`config.mk`:
```
export PLATFORM = sky130hd
export DESIGN_NAME = alu_sequencer_flat
export DESIGN_NICKNAME = d
export VERILOG_FILES = /design/src/rtl/alu_sequencer_if.sv /design/src/rtl/alu_sequencer.sv /design/src/flat_wrapper.sv
export SDC_FILE = /design/constraint.sdc
export NUM_CORES = 1
export LEC_CHECK = 0
export CAP_MARGIN = 10
export CELL_PAD_IN_SITES_DETAIL_PLACEMENT = 1
export CELL_PAD_IN_SITES_GLOBAL_PLACEMENT = 2
export CORE_ASPECT_RATIO = 2
export CORE_MARGIN = 5
export CORE_UTILIZATION = 29
export CTS_BUF_LIST = sky130_fd_sc_hd__clkbuf_8
export DETAILED_ROUTE_END_ITERATION = 6
export HOLD_SLACK_MARGIN = 0.06
export PLACE_DENSITY = 0.83
export SYNTH_ARGS = -nofsm -noshare
export SYNTH_HDL_FRONTEND = slang
export SYNTH_SLANG_ARGS = --single-unit
```
`constraint.sdc`:
```
create_clock -name clk -period 2.2 [get_ports clk]
set_clock_uncertainty 0.1 [all_clocks]
set_input_delay 0.55 -clock clk [delete_from_list [all_inputs] [get_ports clk]]
set_output_delay 0.55 -clock clk [all_outputs]
set_load 0.02 [all_outputs]
```
`src/rtl/alu_sequencer_if.sv`:
```
// Command/response handshake bundle between a requester and alu_sequencer.
//   cmd_valid/cmd_ready/cmd_op/cmd_a/cmd_b : command channel (requester -> sequencer)
//   rsp_valid/rsp_ready/rsp_data/rsp_flag/rsp_err : response channel (sequencer -> requester)
interface alu_sequencer_if;
  localparam int unsigned DATA_W = 32;
  localparam int unsigned OP_W   = 2;

  logic              cmd_valid;
  logic              cmd_ready;
  logic [OP_W-1:0]   cmd_op;
  logic [DATA_W-1:0] cmd_a;
  logic [DATA_W-1:0] cmd_b;
  logic              rsp_valid;
  logic              rsp_ready;
  logic [DATA_W-1:0] rsp_data;
  logic              rsp_flag;
  logic              rsp_err;

  // Requester side
  modport master (
    output cmd_valid, cmd_op, cmd_a, cmd_b, rsp_ready,
    input  cmd_ready, rsp_valid, rsp_data, rsp_flag, rsp_err
  );

  // Sequencer side
  modport slave (
    input  cmd_valid, cmd_op, cmd_a, cmd_b, rsp_ready,
    output cmd_ready, rsp_valid, rsp_data, rsp_flag, rsp_err
  );
endinterface

```
`src/rtl/alu_sequencer.sv`:
```
// Multi-cycle sequencer driving one shared 16-bit combinational ALU:
// 32-bit add/sub in two chained passes, 16x16 unsigned multiply in 16 shift-add passes.
//   clk, reset : clock and synchronous active-high reset
//   bus        : command/response handshake (slave side)
//   alu_a/alu_b/alu_cin/alu_op : ALU operand/opcode outputs (registered)
//   alu_c/alu_cout             : ALU result inputs, sampled at the end of each pass
module alu_sequencer (
  input  logic                 clk,
  input  logic                 reset,
  alu_sequencer_if.slave       bus,
  output logic [15:0]          alu_a,
  output logic [15:0]          alu_b,
  output logic                 alu_cin,
  output logic [3:0]           alu_op,
  input  logic [15:0]          alu_c,
  input  logic                 alu_cout
);
  localparam int unsigned HALF_W  = 16;
  localparam int unsigned WORD_W  = 32;
  localparam int unsigned CNT_W   = 4;
  localparam logic [3:0]  OP_ADD  = 4'b0000;
  localparam logic [3:0]  OP_PASS = 4'b0010;

  typedef enum logic [2:0] {S_IDLE, S_LO, S_HI, S_MUL, S_RESP} state_e;

  state_e              state_q, state_d;
  logic [HALF_W-1:0]   a_hi_q, a_hi_d;
  logic [HALF_W-1:0]   b_hi_q, b_hi_d;
  logic [WORD_W-1:0]   p_q, p_d;
  logic [HALF_W-1:0]   m_q, m_d;
  logic [CNT_W-1:0]    count_q, count_d;
  logic                cmd_ready_q, cmd_ready_d;
  logic                rsp_valid_q, rsp_valid_d;
  logic [WORD_W-1:0]   rsp_data_q, rsp_data_d;
  logic                rsp_flag_q, rsp_flag_d;
  logic                rsp_err_q, rsp_err_d;
  logic [HALF_W-1:0]   alu_a_q, alu_a_d;
  logic [HALF_W-1:0]   alu_b_q, alu_b_d;
  logic                alu_cin_q, alu_cin_d;
  logic [3:0]          alu_op_q, alu_op_d;
  logic [WORD_W-1:0]   p_next;

  // Next-state, datapath and ALU-drive logic; ALU drive values are set one
  // cycle ahead so the ALU pins come straight from flops.
  always_comb begin
    state_d     = state_q;
    a_hi_d      = a_hi_q;
    b_hi_d      = b_hi_q;
    p_d         = p_q;
    m_d         = m_q;
    count_d     = count_q;
    cmd_ready_d = cmd_ready_q;
    rsp_valid_d = rsp_valid_q;
    rsp_data_d  = rsp_data_q;
    rsp_flag_d  = rsp_flag_q;
    rsp_err_d   = rsp_err_q;
    alu_a_d     = alu_a_q;
    alu_b_d     = alu_b_q;
    alu_cin_d   = alu_cin_q;
    alu_op_d    = alu_op_q;
    // Shift-add step: carry and sum become the new upper half, multiplier shifts out
    p_next      = {alu_cout, alu_c, p_q[HALF_W-1:1]};

    unique case (state_q)
      S_IDLE: begin
        if (bus.cmd_valid) begin
          cmd_ready_d = 1'b0;
          rsp_err_d   = 1'b0;
          a_hi_d      = bus.cmd_a[WORD_W-1:HALF_W];
          b_hi_d      = bus.cmd_b[WORD_W-1:HALF_W];
          alu_cin_d   = 1'b0;
          unique case (bus.cmd_op)
            2'b00, 2'b01: begin
              state_d  = S_LO;
              alu_a_d  = bus.cmd_a[HALF_W-1:0];
              alu_b_d  = bus.cmd_b[HALF_W-1:0];
              alu_op_d = {3'b000, bus.cmd_op[0]};
            end
            2'b10: begin
              state_d  = S_MUL;
              p_d      = {16'h0000, bus.cmd_a[HALF_W-1:0]};
              m_d      = bus.cmd_b[HALF_W-1:0];
              count_d  = '0;
              alu_a_d  = 16'h0000;
              alu_b_d  = bus.cmd_a[0] ? bus.cmd_b[HALF_W-1:0] : 16'h0000;
              alu_op_d = OP_ADD;
            end
            default: begin
              state_d     = S_RESP;
              rsp_valid_d = 1'b1;
              rsp_data_d  = '0;
              rsp_flag_d  = 1'b0;
              rsp_err_d   = 1'b1;
            end
          endcase
        end
      end
      S_LO: begin
        state_d                  = S_HI;
        rsp_data_d[HALF_W-1:0]   = alu_c;
        alu_a_d                  = a_hi_q;
        alu_b_d                  = b_hi_q;
        alu_cin_d                = alu_cout;
      end
      S_HI: begin
        state_d                       = S_RESP;
        rsp_data_d[WORD_W-1:HALF_W]   = alu_c;
        rsp_flag_d                    = alu_cout;
        rsp_valid_d                   = 1'b1;
        alu_a_d                       = '0;
        alu_b_d                       = '0;
        alu_cin_d                     = 1'b0;
        alu_op_d                      = OP_PASS;
      end
      S_MUL: begin
        p_d     = p_next;
        count_d = CNT_W'(count_q + CNT_W'(1));
        if (count_q == CNT_W'(15)) begin
          state_d     = S_RESP;
          rsp_data_d  = p_next;
          rsp_flag_d  = 1'b0;
          rsp_valid_d = 1'b1;
          alu_a_d     = '0;
          alu_b_d     = '0;
          alu_op_d    = OP_PASS;
        end else begin
          alu_a_d = p_next[WORD_W-1:HALF_W];
          alu_b_d = p_next[0] ? m_q : 16'h0000;
        end
      end
      S_RESP: begin
        if (bus.rsp_ready) begin
          state_d     = S_IDLE;
          rsp_valid_d = 1'b0;
          cmd_ready_d = 1'b1;
        end
      end
      default: state_d = S_IDLE;
    endcase
  end

  // State and output registers
  always_ff @(posedge clk) begin
    if (reset) begin
      state_q     <= S_IDLE;
      a_hi_q      <= '0;
      b_hi_q      <= '0;
      p_q         <= '0;
      m_q         <= '0;
      count_q     <= '0;
      cmd_ready_q <= 1'b1;
      rsp_valid_q <= 1'b0;
      rsp_data_q  <= '0;
      rsp_flag_q  <= 1'b0;
      rsp_err_q   <= 1'b0;
      alu_a_q     <= '0;
      alu_b_q     <= '0;
      alu_cin_q   <= 1'b0;
      alu_op_q    <= OP_PASS;
    end else begin
      state_q     <= state_d;
      a_hi_q      <= a_hi_d;
      b_hi_q      <= b_hi_d;
      p_q         <= p_d;
      m_q         <= m_d;
      count_q     <= count_d;
      cmd_ready_q <= cmd_ready_d;
      rsp_valid_q <= rsp_valid_d;
      rsp_data_q  <= rsp_data_d;
      rsp_flag_q  <= rsp_flag_d;
      rsp_err_q   <= rsp_err_d;
      alu_a_q     <= alu_a_d;
      alu_b_q     <= alu_b_d;
      alu_cin_q   <= alu_cin_d;
      alu_op_q    <= alu_op_d;
    end
  end

  assign bus.cmd_ready = cmd_ready_q;
  assign bus.rsp_valid = rsp_valid_q;
  assign bus.rsp_data  = rsp_data_q;
  assign bus.rsp_flag  = rsp_flag_q;
  assign bus.rsp_err   = rsp_err_q;
  assign alu_a         = alu_a_q;
  assign alu_b         = alu_b_q;
  assign alu_cin       = alu_cin_q;
  assign alu_op        = alu_op_q;
endmodule

```
`src/flat_wrapper.sv`:
```
// flat-port wrapper written by rule: the top's interface ports become plain ports
module alu_sequencer_flat 
  (clk, reset, alu_a, alu_b, alu_cin, alu_op, alu_c, alu_cout, bus_cmd_valid, bus_cmd_op, bus_cmd_a, bus_cmd_b, bus_rsp_ready, bus_cmd_ready, bus_rsp_valid, bus_rsp_data, bus_rsp_flag, bus_rsp_err);
  alu_sequencer_if bus_i ();
  input  logic clk;
  input  logic reset;
  output logic [15:0] alu_a;
  output logic [15:0] alu_b;
  output logic alu_cin;
  output logic [3:0] alu_op;
  input  logic [15:0] alu_c;
  input  logic alu_cout;
  input wire logic [$bits(bus_i.cmd_valid)-1:0] bus_cmd_valid;
  input wire logic [$bits(bus_i.cmd_op)-1:0] bus_cmd_op;
  input wire logic [$bits(bus_i.cmd_a)-1:0] bus_cmd_a;
  input wire logic [$bits(bus_i.cmd_b)-1:0] bus_cmd_b;
  input wire logic [$bits(bus_i.rsp_ready)-1:0] bus_rsp_ready;
  output wire logic [$bits(bus_i.cmd_ready)-1:0] bus_cmd_ready;
  output wire logic [$bits(bus_i.rsp_valid)-1:0] bus_rsp_valid;
  output wire logic [$bits(bus_i.rsp_data)-1:0] bus_rsp_data;
  output wire logic [$bits(bus_i.rsp_flag)-1:0] bus_rsp_flag;
  output wire logic [$bits(bus_i.rsp_err)-1:0] bus_rsp_err;
  assign bus_i.cmd_valid = bus_cmd_valid;
  assign bus_i.cmd_op = bus_cmd_op;
  assign bus_i.cmd_a = bus_cmd_a;
  assign bus_i.cmd_b = bus_cmd_b;
  assign bus_i.rsp_ready = bus_rsp_ready;
  assign bus_cmd_ready = bus_i.cmd_ready;
  assign bus_rsp_valid = bus_i.rsp_valid;
  assign bus_rsp_data = bus_i.rsp_data;
  assign bus_rsp_flag = bus_i.rsp_flag;
  assign bus_rsp_err = bus_i.rsp_err;
  alu_sequencer u_core (.clk(clk), .reset(reset), .bus(bus_i), .alu_a(alu_a), .alu_b(alu_b), .alu_cin(alu_cin), .alu_op(alu_op), .alu_c(alu_c), .alu_cout(alu_cout));
endmodule
```
==> impl_metrics.csv <==
group,metric,value,unit
detailed_routing,drt_iter0_drc,355,
layout,drive_gt1_share,11.8,%
global_route,grt_pass1_wl,35900,um
global_route,grt_use_total,18.9,%
global_route,grt_pass1_vias,6366,
setup_path,crit_slowest_cell,"clkdlybuf4s50_1",
timing,fmax,472,MHz
setup_path,end_kind,"output port",
layout,layout_common_cells,"clkdlybuf4s50_1 (156), nand2_1 (147), dfxtp_1 (140)",
yosys,async_flop_share,0,%
placement,place_hpwl,17700,um
setup_path,cpLargestDelayFamily,"buffers and inverters",
layout,n_fill_cell,2494,
detailed_routing,wl,23500,um
yosys,yosys-top-cells-area,"dfxtp_1 (46%), nand2_1 (8.9%), a21oi_1 (6.2%)",
layout,multiInputGateArea,3010,um2
layout,final_cell_area,8610,um2
global_route,grt_max_degree,57,
detailed_routing,wl_per_cell,20.1,um
clocking,post_cts_buffers,0,
yosys,synth_warnings,0,
setup_path,critical_path_peak_fanout,2,
setup_path,max_stage_delay,630,ps
clocking,clock_latency,440,ps
timing,slew_violations,0,
floorplan,row_count,75,
setup_path,crit_buf_inv,1,
global_route,gr-total-overflow,0,
placement,port-buffer-count,157,
timing,setup_viol,0,
pwr,peakVddDrop,0.471,mV
yosys,syn-cell-area,6170,um2
yosys,ys_seq_area_share,45.8,%
detailed_routing,antenna_left,0,
floorplan,num_io_pins,160,
timing,rsz0062_at_grt,"no",
clocking,cts_tree,"built",
layout,syn_to_final_growth,39.6,%
detailed_routing,vias_per_cell,5.20,
floorplan,die-area,24500,um2
yosys,synthMuxAreaShare,0.162,%
global_route,antenna_found_initial,0,
layout,diodes,0,
detailed_routing,first_pass_iters,4,
setup_path,critical_path_class,"reg -> out",
pwr,cellLeakagePower,3.00,nW
min_path,hp-class,"in -> reg",
yosys,synthSimpleGateAreaFrac,20.1,%
setup_path,arrival,1470,ps
clocking,cts_made_buffers,17,
yosys,synth_xor_area_share,0.284,%
layout,ff_latch_area,2820,um2
flow_run,cap_violations,0,
yosys,synthAdderAreaFrac,0.203,%
timing,final.period_utilization,96.2,%
layout,num-nets-final,974,
setup_path,start_kind,"flip-flop",
timing,hold_slack,294,ps
placement,place_area,8230,um2
clocking,root_buffer,"clkbuf_8",
yosys,syn_inst,729,
detailed_routing,drc,0,
clocking,htreeDepth,4,
yosys,synth_ff_type,"dfxtp_1",
placement,place.gp.congestion,0.923,
pwr,powerDensity,787,nW/um2
clocking,numClockSinks,141,
yosys,synth_cell_types,52,
yosys,synth-edff-count,0,
floorplan,core,21000,um2
outcome,status,"finished, final reports clean",
setup_path,path_cells,"clkdlybuf4s50_1",
floorplan,start_util,29.4,%
yosys,syn_area_per_cell,8.46,um2
floorplan,die_w,113,um
yosys,synth_compound_area_share,27.7,%
clocking,clk_pin_slew_worst_paths,90,ps
timing,hold_viol_final,0,
detailed_routing,vias,6078,
timing,min_period,2120,ps
yosys,yosys.area.top_type,"dfxtp_1",
clocking,holdBufCountCts,0,
yosys,ys_seq_elements,141,
clocking,clockBufferDepth,2,
yosys,synth_top_family_by_area,"compound AO/OA/AOI/OAI gates",
yosys,synth_top_cell_area_share,45.8,%
setup_path,cp.required,1550,ps
floorplan,die_h,216,um
layout,final_common_cell,"clkdlybuf4s50_1",
pwr,p_total,6.78,mW
## cells in the mapped netlist, types with 2 or more instances
cell type / n
a2111oi_0: 2
a211oi_1: 39
a211oi_2: 14
a21boi_0: 2
a21o_1: 2
a21oi_1: 77
a221oi_1: 27
a22oi_1: 45
a2bb2oi_1: 6
a32oi_1: 5
and3_1: 11
and4_1: 2
buf_2: 15
buf_4: 9
buf_6: 5
clkbuf_1: 37
dfxtp_1: 141
inv_1: 3
nand2_1: 147
nand2b_1: 16
nand3_1: 2
nand4b_1: 2
nor2_1: 73
nor2b_1: 2
nor3_1: 3
nor3_2: 2
nor4_1: 10
o21a_1: 2
o21ai_0: 4
xor2_1: 2
## cell families (layout without fill, tap and decap cells)
family                     Yosys count  count (layout)
and+or+nand+nor                    278             278
AOI/OAI and AO/OA                  234             234
DFF                                141             141
buffers and inverters               71             240
xor gates and xnor gates             2               2
adders and majority gates            1               1
other                                1               2
muxes                                1               1
## layer usage
layer | track usage (%) | wire (um)
met5 | 0 | 0
met4 | 8.86 | 911
met3 | 2.99 | 933
met2 | 35.6 | 12800
met1 | 20.0 | 8840
## timing repair
item,in CTS,in global routing
resized for setup,0,2
endpoints found under the hold margin,0,0
endpoints found under the setup margin,0,12
## stage by stage
stage          setup slack (ps)  util [%]  setup TNS [ps]  instances
3_3_place_gp               -210      39.1          -19660       1136
5_1_grt                    7.71      41.0               0       1168
6_report                   83.4      41.0               0       1168
4_1_cts                    46.5      40.9               0       1168
2_1_floorplan               411         -               0        730
3_5_place_dp               -339      39.1          -24660       1136
## area by class of cell
cell class | instances | share of cell area [%]
Tap cell | 269 | 3.91
Sequential cell | 141 | 32.8
Clock buffer | 19 | 3.04
Timing Repair Buffer | 204 | 23.8
Clock inverter | 13 | 1.34
Inverter | 4 | 0.174
Multi-Input combinational cell | 518 | 35.0
## final timing paths
kind	from	end	slack [ps]	cells past startpoint
max	u_core.alu_a[0]	alu_a[0]	80	1
min	reset	u_core.alu_b[1]	290	2
max reg2reg	u_core.state_q[0]	u_core.alu_a[15]	150	5
min reg2reg	u_core.m_q[15]	u_core.m_q[15]	350	2
## flip-flops by register name, summed over array words and instances, names as in the netlist
name and flops:
u_core.a_hi_q 16, u_core.alu_a 16, u_core.alu_b 16, u_core.alu_cin 1, u_core.alu_op 2, u_core.b_hi_q 16, u_core.bus.cmd_ready 1, u_core.bus.rsp_data 32
u_core.bus.rsp_err 1, u_core.bus.rsp_flag 1, u_core.bus.rsp_valid 1, u_core.count_q 4, u_core.m_q 16, u_core.p_q 15, u_core.state_q 3
## power breakdown
group	total (mW)	internal [mW]	switching, mW
Combinational	1.81	0.838	0.968
Sequential	2.96	2.79	0.169
Clock	2.01	0.957	1.06
(Power assumes the default switching activity.)
